File: config.mk
export PLATFORM = sky130hd
export DESIGN_NAME = scanner_ctrl
export DESIGN_NICKNAME = d
export VERILOG_FILES = /design/src/rtl/scanner_pkg.sv /design/src/rtl/scan_fifo.sv /design/src/rtl/scanner_ctrl.sv
export SDC_FILE = /design/constraint.sdc
export NUM_CORES = 1
export LEC_CHECK = 0
export ABC_CLOCK_PERIOD_IN_PS = 2900
export CORE_UTILIZATION = 60
export CTS_BUF_LIST = sky130_fd_sc_hd__clkbuf_8
export CTS_CLUSTER_DIAMETER = 30
export CTS_CLUSTER_SIZE = 24
export DETAILED_ROUTE_END_ITERATION = 16
export HOLD_SLACK_MARGIN = 0.12
export PLACE_DENSITY = 0.82
export SETUP_SLACK_MARGIN = 0.3
export SLEW_MARGIN = 0
export SYNTH_ARGS = -nofsm -noshare
export SYNTH_HDL_FRONTEND = slang
export SYNTH_SLANG_ARGS = --single-unit
File: constraint.sdc
create_clock -name clk -period 2.9 [get_ports clk]
set_input_delay 0.87 -clock clk [delete_from_list [all_inputs] [get_ports clk]]
set_output_delay 0.87 -clock clk [all_outputs]
set_load 0.03 [all_outputs]
File: src/rtl/scanner_pkg.sv
// rtl/scanner_pkg.sv - shared state encodings for the scanner controller and its display decoder.
package scanner_pkg;

  localparam int STATUS_W = 5;

  // One-hot codes consumed directly by the HEX display decoder; WAIT shows as blank.
  typedef enum logic [STATUS_W-1:0] {
    ST_IDLE     = 5'b01000,
    ST_SCAN     = 5'b10000,
    ST_TRANSFER = 5'b00100,
    ST_FLUSH    = 5'b00001,
    ST_WAIT     = 5'b00010
  } status_t;

endpackage

File: src/rtl/scan_fifo.sv
// rtl/scan_fifo.sv - circular sample buffer with show-ahead head, saturating level and wrapping pointers.
module scan_fifo #(
  parameter int DATA_W = 8,
  parameter int DEPTH  = 10
) (
  input  logic                         clk,
  input  logic                         reset,
  input  logic                         push,
  input  logic                         pop,
  input  logic [DATA_W-1:0]            wr_data,
  output logic [DATA_W-1:0]            head,
  output logic [$clog2(DEPTH+1)-1:0]   level
);

  localparam int PTR_W = (DEPTH > 1) ? $clog2(DEPTH) : 1;
  localparam int LVL_W = $clog2(DEPTH + 1);

  logic [DATA_W-1:0] mem [DEPTH];
  logic [PTR_W-1:0]  wr_ptr;
  logic [PTR_W-1:0]  rd_ptr;
  logic              do_push;
  logic              do_pop;

  // Guard here too so level can never wrap or underflow whatever the caller does.
  assign do_push = push && (level != LVL_W'(DEPTH));
  assign do_pop  = pop && (level != '0);

  function automatic logic [PTR_W-1:0] next_ptr(input logic [PTR_W-1:0] p);
    return (p == PTR_W'(DEPTH - 1)) ? '0 : p + 1'b1;
  endfunction

  always_ff @(posedge clk or posedge reset) begin
    if (reset) begin
      wr_ptr <= '0;
      rd_ptr <= '0;
      level  <= '0;
    end else begin
      if (do_push) wr_ptr <= next_ptr(wr_ptr);
      if (do_pop)  rd_ptr <= next_ptr(rd_ptr);
      case ({do_push, do_pop})
        2'b10:   level <= level + 1'b1;
        2'b01:   level <= level - 1'b1;
        default: level <= level;
      endcase
    end
  end

  always_ff @(posedge clk) begin
    if (do_push) mem[wr_ptr] <= wr_data;
  end

  assign head = mem[rd_ptr];

endmodule

File: src/rtl/scanner_ctrl.sv
// rtl/scanner_ctrl.sv - scanner FSM, overflow flag and transfer link around scan_fifo.
// SCANNER_AUTO_RESCAN_EN: transfer/flush completion re-enters SCAN instead of IDLE.
module scanner_ctrl
  import scanner_pkg::*;
#(
  parameter int DATA_W      = 8,
  parameter int BUF_DEPTH   = 10,
  parameter int FULL_THRESH = 8
) (
  input  logic                             clk,
  input  logic                             reset,
  input  logic                             start,
  input  logic                             stop,
  input  logic                             flush_req,
  input  logic                             sample_valid,
  input  logic [DATA_W-1:0]                sample_in,
  input  logic                             xfer_grant,
  input  logic                             xfer_ready,
  output logic                             xfer_valid,
  output logic [DATA_W-1:0]                xfer_data,
  output logic                             xfer_req,
  output logic [$clog2(BUF_DEPTH+1)-1:0]   level,
  output logic                             overflow,
  output logic [STATUS_W-1:0]              status
);

  localparam int LVL_W = $clog2(BUF_DEPTH + 1);

`ifdef SCANNER_AUTO_RESCAN_EN
  localparam status_t DONE_STATE = ST_SCAN;
`else
  localparam status_t DONE_STATE = ST_IDLE;
`endif

  status_t           state;
  logic              full;
  logic              push;
  logic              pop;
  logic [DATA_W-1:0] head;

  assign full = (level == LVL_W'(BUF_DEPTH));
  assign push = (state == ST_SCAN) && sample_valid && !full;
  assign pop  = ((state == ST_TRANSFER) && xfer_valid && xfer_ready) ||
                ((state == ST_FLUSH) && (level != '0));

  scan_fifo #(
    .DATA_W (DATA_W),
    .DEPTH  (BUF_DEPTH)
  ) u_fifo (
    .clk     (clk),
    .reset   (reset),
    .push    (push),
    .pop     (pop),
    .wr_data (sample_in),
    .head    (head),
    .level   (level)
  );

  assign status     = state;
  assign xfer_valid = (state == ST_TRANSFER) && (level != '0);
  assign xfer_data  = xfer_valid ? head : '0;
  assign xfer_req   = (level >= LVL_W'(FULL_THRESH)) && ((state == ST_SCAN) || (state == ST_WAIT));

  always_ff @(posedge clk or posedge reset) begin
    if (reset) begin
      state    <= ST_IDLE;
      overflow <= 1'b0;
    end else begin
      case (state)
        ST_IDLE: begin
          if (flush_req && (level != '0)) begin
            state <= ST_FLUSH;
          end else if (start) begin
            state    <= ST_SCAN;
            overflow <= 1'b0;
          end
        end
        ST_SCAN: begin
          if (sample_valid && full) overflow <= 1'b1;
          // WAIT keys off the registered level so a sample arriving at full is seen and flagged first.
          if (flush_req)                   state <= ST_FLUSH;
          else if (stop)                   state <= ST_IDLE;
          else if (xfer_grant && xfer_req) state <= ST_TRANSFER;
          else if (full)                   state <= ST_WAIT;
        end
        ST_WAIT: begin
          if (flush_req)       state <= ST_FLUSH;
          else if (stop)       state <= ST_IDLE;
          else if (xfer_grant) state <= ST_TRANSFER;
        end
        ST_TRANSFER: begin
          if ((level == '0) || (pop && (level == LVL_W'(1)))) state <= DONE_STATE;
        end
        ST_FLUSH: begin
          if (level <= LVL_W'(1)) state <= DONE_STATE;
        end
        default: state <= ST_IDLE;
      endcase
    end
  end

endmodule

# Yosys cells after proc, flatten, opt, wreduce, memory -nomap -nowiden
# Memory sizes are Yosys's and may differ from the RTL's.
# Index checks and enable logic that the tools add are counted.
# Widths: inputs -> output; s select.
[word_totals]
memories = 1
latchBits = 0
output_inout_bits = 20
rom_bits = 0
register_bits = 18
word_cells = 77
mem_bits_rw = 80
input_bits = 16
[op_classes]
bitwise_logic = 0
mul = 0
n_mux = 22
reduce_logical = 23
magnitude_cmp = 2
addsub = 4
n_shift = 0
div = 0
eq_ne = 20
[memory_table]
columns = ["memory", "words", "word_bits", "rd", "rd_ports_with_merged_regs", "wr", "line", "text"]
rows = [
  ["u_fifo.mem", 10, 8, 1, 0, 1, "scan_fifo.sv:18", "logic [DATA_W-1:0] mem [DEPTH];"],
]
[ops]
columns = ["cell", "n"]
rows = [
  ["$mux 5", 11],
  ["$pmux 5 s5", 1],
  ["$logic_and 1x1->1", 13],
  ["$add 4x1->4 const B", 3],
  ["$eq 4x4->1 const B", 3],
  ["$mux 4", 2],
  ["$mux 8", 1],
  ["$ne 4x4->1 const B", 2],
  ["$pmux 4 s2", 1],
  ["$ne 2x1->1 const B", 3],
  ["$eq 5x1->1 const B", 1],
  ["$eq 5x2->1 const B", 1],
  ["$eq 5x3->1 const B", 1],
  ["$eq 5x4->1 const B", 1],
  ["$eq 5x5->1 const B", 1],
  ["$mux 1", 5],
  ["$ne 5x4->1 const B", 1],
  ["$reduce_and 5->1", 1],
  ["$eq 4x1->1 const B", 1],
  ["$ge 4x4->1 const B", 1],
  ["$le 4x1->1 const B", 1],
  ["$logic_not 4->1", 1],
  ["$ne 2x2->1 const B", 2],
  ["$reduce_and 4->1", 1],
  ["other kinds (9)", 12],
]

# Longest topological paths before layout
# Gate-level depths: netlist of run 1.
[depth]
ltp_word = 9
mapped_depth = 10
mapped_depth_nobuf = 9

# Hierarchy
# From an unflattened synthesis of run 1, not the netlist that was laid out.
[hier_totals]
hier_cells = 312
hier_area_um2 = 4375.4
[by_module_without_submodules]
columns = ["mod", "area_each_um2", "seq_area_each_um2", "cells_each", "n_inst"]
rows = [
  ["scan_fifo", 3841.2, 2702.6, 242, 1],
  ["scanner_ctrl", 534.3, 151.4, 70, 1],
]

# Worst setup path before layout of run 1
# Ideal clock, no wire load.
[synth_path]
path_kind = "reg-to-output"
startpoint = "register u_fifo.level[0]"
endpoint = "output port xfer_data[0]"
slack_ns = -0.147
stages_incl_launch_ff = 7
n_path_buf = 1
required_time_ns = 2.030
arrival_time_ns = 2.177
cell_sequence = "dfrtp_1 -> inv_1 -> ha_1 -> or3b_1 -> buf_2 -> nand3_1 -> a211oi_1"
[synth_via]
elab_chain_len = 3
[synth_rtl]
columns = ["item", "line", "text"]
rows = [
  ["start, declared", "scan_fifo.sv:12", "output logic [$clog2(DEPTH+1)-1:0] level"],
  ["start signal, assigned", "scan_fifo.sv:41", "2'b10: level <= level + 1'b1;"],
  ["start signal, assigned", "scan_fifo.sv:42", "2'b01: level <= level - 1'b1;"],
  ["start signal, assigned", "scan_fifo.sv:43", "default: level <= level;"],
  ["$reduce_bool 4->1", "scanner_ctrl.sv:60", "assign xfer_valid = (state == ST_TRANSFER) && (level != '0);"],
  ["$logic_and 1x1->1", "scanner_ctrl.sv:60", ""],
  ["$mux 8", "scanner_ctrl.sv:61", "assign xfer_data = xfer_valid ? head : '0;"],
  ["end, declared", "scanner_ctrl.sv:20", "output logic [DATA_W-1:0] xfer_data,"],
]
# No other way between the ends.

# Worst setup path in the final report of run 1
[layout_path]
startpoint = "register u_fifo.rd_ptr[0]"
endpoint = "output port xfer_data[2]"
[layout_via]
elab_chain_len = 2
[layout_rtl]
columns = ["item", "line", "text"]
rows = [
  ["start, declared", "scan_fifo.sv:20", "logic [PTR_W-1:0] rd_ptr;"],
  ["start signal, assigned", "scan_fifo.sv:39", "if (do_pop) rd_ptr <= next_ptr(rd_ptr);"],
  ["$mem_v2 10x8", "-", ""],
  ["$mux 8", "scanner_ctrl.sv:61", ""],
]
# No other way between the ends.

==> results of run 1 <==
==> path summary, 6_finish.rpt <==
check / to / slack, ns / depth (start not counted) / from
setup / recovery: xfer_data[2] / 0.04 / 6 / u_fifo.rd_ptr[0]$_DFFE_PP0P_
hold / removal: overflow$_DFFE_PP0P_ / 0.51 / 1 / overflow$_DFFE_PP0P_
setup reg to reg: u_fifo.level[3]$_DFFE_PP0P_ / 0.66 / 10 / u_fifo.level[1]$_DFFE_PP0P_
hold reg to reg: overflow$_DFFE_PP0P_ / 0.51 / 1 / overflow$_DFFE_PP0P_
max in group asynchronous: u_fifo.rd_ptr[0]$_DFFE_PP0P_ / 1.44 / 2 / reset
min in group asynchronous: u_fifo.wr_ptr[0]$_DFFE_PP0P_ / 0.93 / 2 / reset
==> power by group through the flow <==
stage | clock, mW | sequential, mW | combinational (mW)
2_1_floorplan | 0 | 1.83 | 0.762
3_3_place_gp | 0 | 1.74 | 1.26
3_5_place_dp | 0 | 1.75 | 1.31
4_1_cts | 0.943 | 1.72 | 1.47
5_1_grt | 0.993 | 1.74 | 1.60
6_report | 0.926 | 1.73 | 1.49
==> sequential cells by signal (all words and copies together), names as in the netlist <==
signal / cells
overflow: 1
status: 5
u_fifo.level: 4
u_fifo.mem: 80
u_fifo.rd_ptr: 4
u_fifo.wr_ptr: 4
==> repair_timing <==
action,in CTS,in global routing
gates resized for setup,88,0
hold buffers,0,0
cloned,1,0
pin swaps,9,1
setup buffers,3,0
endpoints found under the setup margin,10,9
==> cell type report <==
class,instances,area [sq um],area share [%]
repair buffers,73,706,13.2
multi-input cells,139,1440,26.9
clock buffers,9,124,2.32
inverters,9,33.8,0.632
flip-flops and latches,98,2860,53.4
well taps,77,96.3,1.80
clock inverters,7,93.8,1.75
==> metrics by stage <==
stage	TNS (ns)	power [mW]	hold WS [ns]	worst slack (ns)	cell area [sq um]
3_5_place_dp	-0.347	3.06	0.480	-0.0934	4970
4_1_cts	0	4.14	0.507	0.0712	5350
6_report	0	4.15	0.511	0.0388	5350
2_1_floorplan	0	2.59	0.475	0.324	4280
5_1_grt	-0.0227	4.33	0.553	-0.0157	5350
3_3_place_gp	-0.197	3.00	0.480	-0.0461	4970
==> layout by cell type (no fill, tap or decap), types with 5 or more instances in the layout <==
master	count
a211oi_4	8
buf_4	33
buf_6	8
clkbuf_8	9
clkdlybuf4s50_1	25
dfrtp_1	14
edfxtp_1	80
inv_1	6
mux2i_1	10
mux4_2	16
nand2_1	9
nor2_1	11
nor2b_1	7
nor3_1	6
o21ai_0	6
o22ai_4	5
xnor2_1	5
==> kinds of logic after synthesis <==
logic type / Yosys count
XOR/XNOR: 8
adder cells (fa/ha/maj): 5
flip-flops: 98
AO/OA/AOI/OAI: 39
multiplexers: 27
AND/OR/NAND/NOR: 60
buffers and inverters: 19
==> metal layers <==
metal  vias to the layer above  part of all wire [%]  wire, microns  GRT usage [%]
li1                       1145                     -              -              -
met5                         -                     0              0              0
met1                      1292                    39           3620           37.0
met4                         0                   4.9            455           17.6
met2                       117                    49           4490           43.5
met3                        25                   6.9            631           6.23
==> worst reg2reg max path, delay by kind of cell (launching register included) <==
kind	cells	cell delay, ns
buffers and inverters	2	0.24
adder cells (fa/ha/maj)	2	0.41
AO/OA/AOI/OAI	1	0.20
flip-flops	1	0.42
AND/OR/NAND/NOR	4	0.74
XOR/XNOR	1	0.16
==> key figures, run 1 <==
Clock network
  • Clock root buffer master: clkbuf_8
  • CTS tree: yes
  • Clock sinks: 98
  • Max clock buf depth: 2
  • H-tree depth: 3
  • TritonCTS Buffers: 9
  • Reg clk slew, reported paths: 0.10 ns
  • Worst-skew pair later-pin latency: roughly 0.37 ns

Final layout
  • Post-synthesis to final-layout area growth: 28.5%
  • Fillers: 335
  • Final #Nets: 351
  • Non-Filler Instances: 412
  • ANT cells: 0
  • Share of cells above drive strength 1: about a third
  • Final core utilization: between 80% and 90%

Detailed routing
  • Vias: ~2600
  • DR pass1 iterations: 4
  • Antenna Violating Nets Remaining: 0
  • Drt initial violations: between 200 and 250
  • DRC viols: 0
  • Final WL: 9200 microns
  • Via/cell ratio: approximately 6.3
  • WL/cell: around 22 microns

Timing
  • Unrepaired setup endpoints after global routing: yes
  • Slew headroom: 49.9%
  • Crit share post-route: between 90% and 100%
  • F_max: between 0.3 and 0.4 GHz
  • Final Setup Violations: 0
  • Skew final: 0.0257 ns
  • Final hold viol count: 0
  • Slew @ Worst Pin: ~0.75 ns
  • Post-layout minimum cycle time: 2.86 ns
  • Slew Viols, Final: 0

Power and ir drop
  • Sw frac: 32.7%
  • Cell Int Power: 2.79 mW
  • PD cells: 775 mW/mm^2
  • Pleak: 1.90 nW
  • Seq pwr share: approximately two fifths
  • Switching power: ~1.4 mW
  • Clock power frac: 22.3%
  • Peak VDD IR: 0.000489 V
  • Combinational Power Share: 36.0%

Yosys
  • Seq/Total Area, Yosys: 68.6%
  • Post-synthesis instance area: 0.00416 sq mm
  • Syn Area/Cell: 16.3 sq um
  • Post-synth EDFFs: 80
  • Mux cell area share after synthesis: 11.4%
  • Main synth FF type: edfxtp_1
  • Synth warnings: 0
  • Syn nets: 277
  • Post-Syn Instances: 256
  • Post-Synth Adder-Cell Area: 1.50%
  • Post-Synth XOR/XNOR Area: 1.68%
  • Largest family of logic cells by synthesized area: multiplexers
  • Cell accounting for the most synthesized area: edfxtp_1
  • Synth async-reset ratio: 18.4%
  • Synth unique cells: ~50
  • Synth Area in Simple Gates: 7.94%
  • Synth top cells by count: edfxtp_1 (80), dfrtp_1 (17), mux4_2 (16), nor2_1 (11)
  • Most common cell in the netlist: edfxtp_1
  • Synth Register Bits: between 90 and 100
  • Synth Area in Compound Gates: 6.68%
  • Top-area cell type share of the netlist area: 57.7%
  • Ranking of synthesized cells by area: edfxtp_1 (58%), dfrtp_1 (10%), mux4_2 (8.7%)

Worst setup path
  • Critical Path AT: 1.99 ns
  • Crit end category: output port
  • Max stage delay on crit path: 0.54 ns
  • Setup CP Type: register to output port
  • Startpoint types: register
  • Worst EP required: 2.03 ns
  • Most used cell along the critical path: buf_6
  • CP Buf/Inv Count: 3
  • Worst Path Max Fanout: 7
  • Sequence of cells on the critical path: buf_6 -> buf_16 -> mux4_2 -> o22ai_4 -> a211oi_4 -> buf_6
  • CP delay by family, top: multiplexers
  • Slowest CP cell: mux4_2

Placed design
  • Hpwl dp: approximately 6000 microns
  • # port buffers: 35
  • GP Congestion: ~0.85
  • Dpl cells: 392

Hold path
  • Worst hold path class: register to register

Global routing
  • Largest net degree at the start of global routing: 20
  • Vias in the first global route: 2625
  • Initial antenna violation count: 0
  • Gr usage total: 28.2%
  • First-pass GRT wire length: 14300 microns
  • GR Overflow Total: 0

Floorplan
  • Die area: ~0.0073 sq mm
  • Cell Rows: 29
  • Die width: about 85 microns
  • Core ar.: 0.00653 sq mm
  • IO Pins: 36
  • Initial Util: 63.7%
  • Die height: 85.3 microns

Run
  • Max-cap violations: 0

Outcome
  • Outcome: complete, no violations
Note: power is estimated with default switching activity, not from simulation.
==> run 2: changes to the inputs <==
--- a/config.mk
+++ b/config.mk
@@ -18,3 +18,4 @@
 export SYNTH_ARGS = -nofsm -noshare
 export SYNTH_HDL_FRONTEND = slang
 export SYNTH_SLANG_ARGS = --single-unit
+export TNS_END_PERCENT = 50
==> key figures, run 2 (same netlist as run 1, synthesis figures left out) <==
Detailed routing
  • WL/cell: 22.1 microns (-1.2%)
  • Final WL: 9060 microns (-1.5%)
  • Antenna Violating Nets Remaining: 0 (unchanged)
  • DRC viols: 0 (unchanged)
  • Drt initial violations: 269 (+11%)
  • Vias: 2567 (-0.47%)
  • Via/cell ratio: 6.25 (-0.22%)
  • DR pass1 iterations: 4 (unchanged)

Final layout
  • Reg area: 0.00286 sq mm (unchanged)
  • Share of cells above drive strength 1: 32.3% (-1.1 points)
  • Non-Filler Instances: 411 (-0.24%)
  • ANT cells: 0 (unchanged)
  • Commonest non-fill, non-tap cell in the layout: edfxtp_1
  • Footprint of the multi-input gates: 0.00143 sq mm (-0.17%)
  • Finished Cell Area: 0.00534 sq mm (-0.16%)
  • Max reg flops: 80 (unchanged)
  • Commonest non-fill, non-tap cells in the layout: edfxtp_1 (80), buf_4 (31), clkdlybuf4s50_1 (25)
  • Fillers: 336 (+0.30%)
  • Top reg by flops: u_fifo.mem
  • Post-synthesis to final-layout area growth: 28.3%
  • Final #Nets: 350 (-0.28%)

Clock network
  • H-tree depth: 3 (unchanged)
  • CTS tree: yes
  • Max clock buf depth: 2 (unchanged)
  • Reg clk slew, reported paths: 0.10 ns (about the same)
  • Clock sinks: 98 (unchanged)
  • Worst-skew pair later-pin latency: 0.37 ns (about the same)
  • TritonCTS Buffers: 9 (unchanged)
  • Clock root buffer master: clkbuf_8

Global routing
  • Initial antenna violation count: 0 (unchanged)
  • Vias in the first global route: 2605 (-0.76%)
  • GR Overflow Total: 0 (unchanged)
  • First-pass GRT wire length: 14100 microns (-1.7%)
  • Gr usage total: 27.3% (-0.91 points)
  • Largest net degree at the start of global routing: 20 (unchanged)

Hold path
  • Worst hold path class: register to register
  • Hold Crit Start: overflow$_DFFE_PP0P_

Outcome
  • Outcome: complete, no violations

Worst setup path
  • Reg-to-reg critical path startpoint: u_fifo.level[1]$_DFFE_PP0P_
  • Critical Path AT: 1.98 ns (about the same)
  • Crit end category: output port
  • CP startpoint: u_fifo.rd_ptr[0]$_DFFE_PP0P_
  • Worst Path Max Fanout: 7 (unchanged)
  • Worst EP required: 2.03 ns (about the same)
  • Setup CP Type: register to output port
  • Startpoint types: register

Power and ir drop
  • Pleak: 1.90 nW (about the same)
  • Peak VDD IR: 0.000512 V (+4.6%)
  • PD cells: 775 mW/mm^2 (about the same)

Floorplan
  • Core ar.: 0.00653 sq mm (unchanged)
  • IO Pins: 36 (unchanged)
  • Cell Rows: 29 (unchanged)
  • Initial Util: 63.7% (unchanged)
  • Die width: 85.3 microns (unchanged)
  • Die area: 0.00727 sq mm (unchanged)
  • Die height: 85.3 microns (unchanged)

Timing
  • Crit share post-route: 98.1% (-0.53 points)
  • Slew Viols, Final: 0 (unchanged)
  • Skew final: 0.0201 ns (-0.00557 ns)
  • Unrepaired setup endpoints after global routing: yes
  • Final Setup Violations: 0 (unchanged)
  • F_max: 0.351 GHz (+0.54%)
  • Final hold viol count: 0 (unchanged)
  • Post-layout minimum cycle time: 2.85 ns (-0.0153 ns)
  • Slew headroom: 50.5% (+0.58 points)
  • Slew @ Worst Pin: 0.742 ns (-0.00875 ns)

Placed design
  • Dpl cells: 392 (unchanged)
  • # port buffers: 35 (unchanged)
  • Hpwl dp: 6020 microns (unchanged)
  • GP Congestion: 0.850 (unchanged)
  • DP Area: 0.00497 sq mm (unchanged)

Run
  • Max-cap violations: 0 (unchanged)
==> run 2: cell count changes in the layout (fill, tap and decap cells not counted), sizes merged <==
| cell | change |
|---|---|
| buf | -2 |
| dlygate4sd2 | +1 |
==> run 2: per-stage QoR <==
stage / hold WS [ns] / power [mW] / TNS, ns / setup slack, ns / util, %
final: 0.508 / 4.14 / 0 / 0.0541 / 81.7
after global routing: 0.564 / 4.31 / -0.000501 / -0.000501 / 81.7
after CTS: 0.507 / 4.13 / 0 / 0.0712 / 81.7
after detailed placement: 0.480 / 3.06 / -0.347 / -0.0934 / 76.1
after global placement: 0.480 / 3.00 / -0.197 / -0.0461 / 76.1
after floorplan: 0.475 / 2.59 / 0 / 0.324 / -
==> run 2: where the power goes <==
group	internal (mW)	total, mW	switching, mW
clock	0.422	0.927	0.505
sequential	1.63	1.73	0.103
combinational	0.736	1.48	0.744
==> run 2: timing repair <==
action | in CTS | in global routing
hold buffers | 0 | 0
setup buffers | 2 | 0
pin swaps | 9 | 0
gates resized for setup | 80 | 1
endpoints found under the setup margin | 10 | 10
cloned | 1 | 0
==> run 2: layout make-up <==
cell class / instances / share of cell area (%)
timing repair buffer: 72 / 13.1
sequential: 98 / 53.5
tap: 77 / 1.80
inverter: 9 / 0.633
clock buffer: 9 / 2.32
clock inverter: 7 / 1.76
multi-input combinational: 139 / 26.9
==> run 2: path summary, 6_finish.rpt <==
kind / endpoint / slack [ns] / cells past startpoint
max: xfer_data[3] / 0.05 / 6
min: overflow$_DFFE_PP0P_ / 0.51 / 1
max reg2reg: u_fifo.level[3]$_DFFE_PP0P_ / 0.65 / 10
min reg2reg: overflow$_DFFE_PP0P_ / 0.51 / 1
max in group asynchronous: u_fifo.rd_ptr[0]$_DFFE_PP0P_ / 1.43 / 2
min in group asynchronous: u_fifo.level[2]$_DFFE_PP0P_ / 0.94 / 2
==> run 2: critical path, stage by stage, from the launching register on <==
cell,delay (ns)
dfrtp_2,0.47
buf_6,0.14
buf_16,0.13
mux4_2,0.39
o22ai_4,0.08
a211oi_4,0.24
buf_6,0.16
==> run 2: metal layers <==
| layer | GRT usage (%) | routed length (microns) | vias up |
|---|---|---|---|
| met5 | 0 | 0 | - |
| met4 | 10.5 | 156 | 0 |
| met3 | 5.25 | 628 | 16 |
| met2 | 44.0 | 4650 | 112 |
| met1 | 37.6 | 3630 | 1297 |
| li1 | - | - | 1142 |
==> run 3: changes to the inputs <==
--- a/config.mk
+++ b/config.mk
@@ -5,7 +5,6 @@
 export SDC_FILE = /design/constraint.sdc
 export NUM_CORES = 1
 export LEC_CHECK = 0
-export ABC_CLOCK_PERIOD_IN_PS = 2900
 export CORE_UTILIZATION = 60
 export CTS_BUF_LIST = sky130_fd_sc_hd__clkbuf_8
 export CTS_CLUSTER_DIAMETER = 30
==> results of run 3 <==
Same layout as run 2: the final DEF is identical, and so are final timing and power.
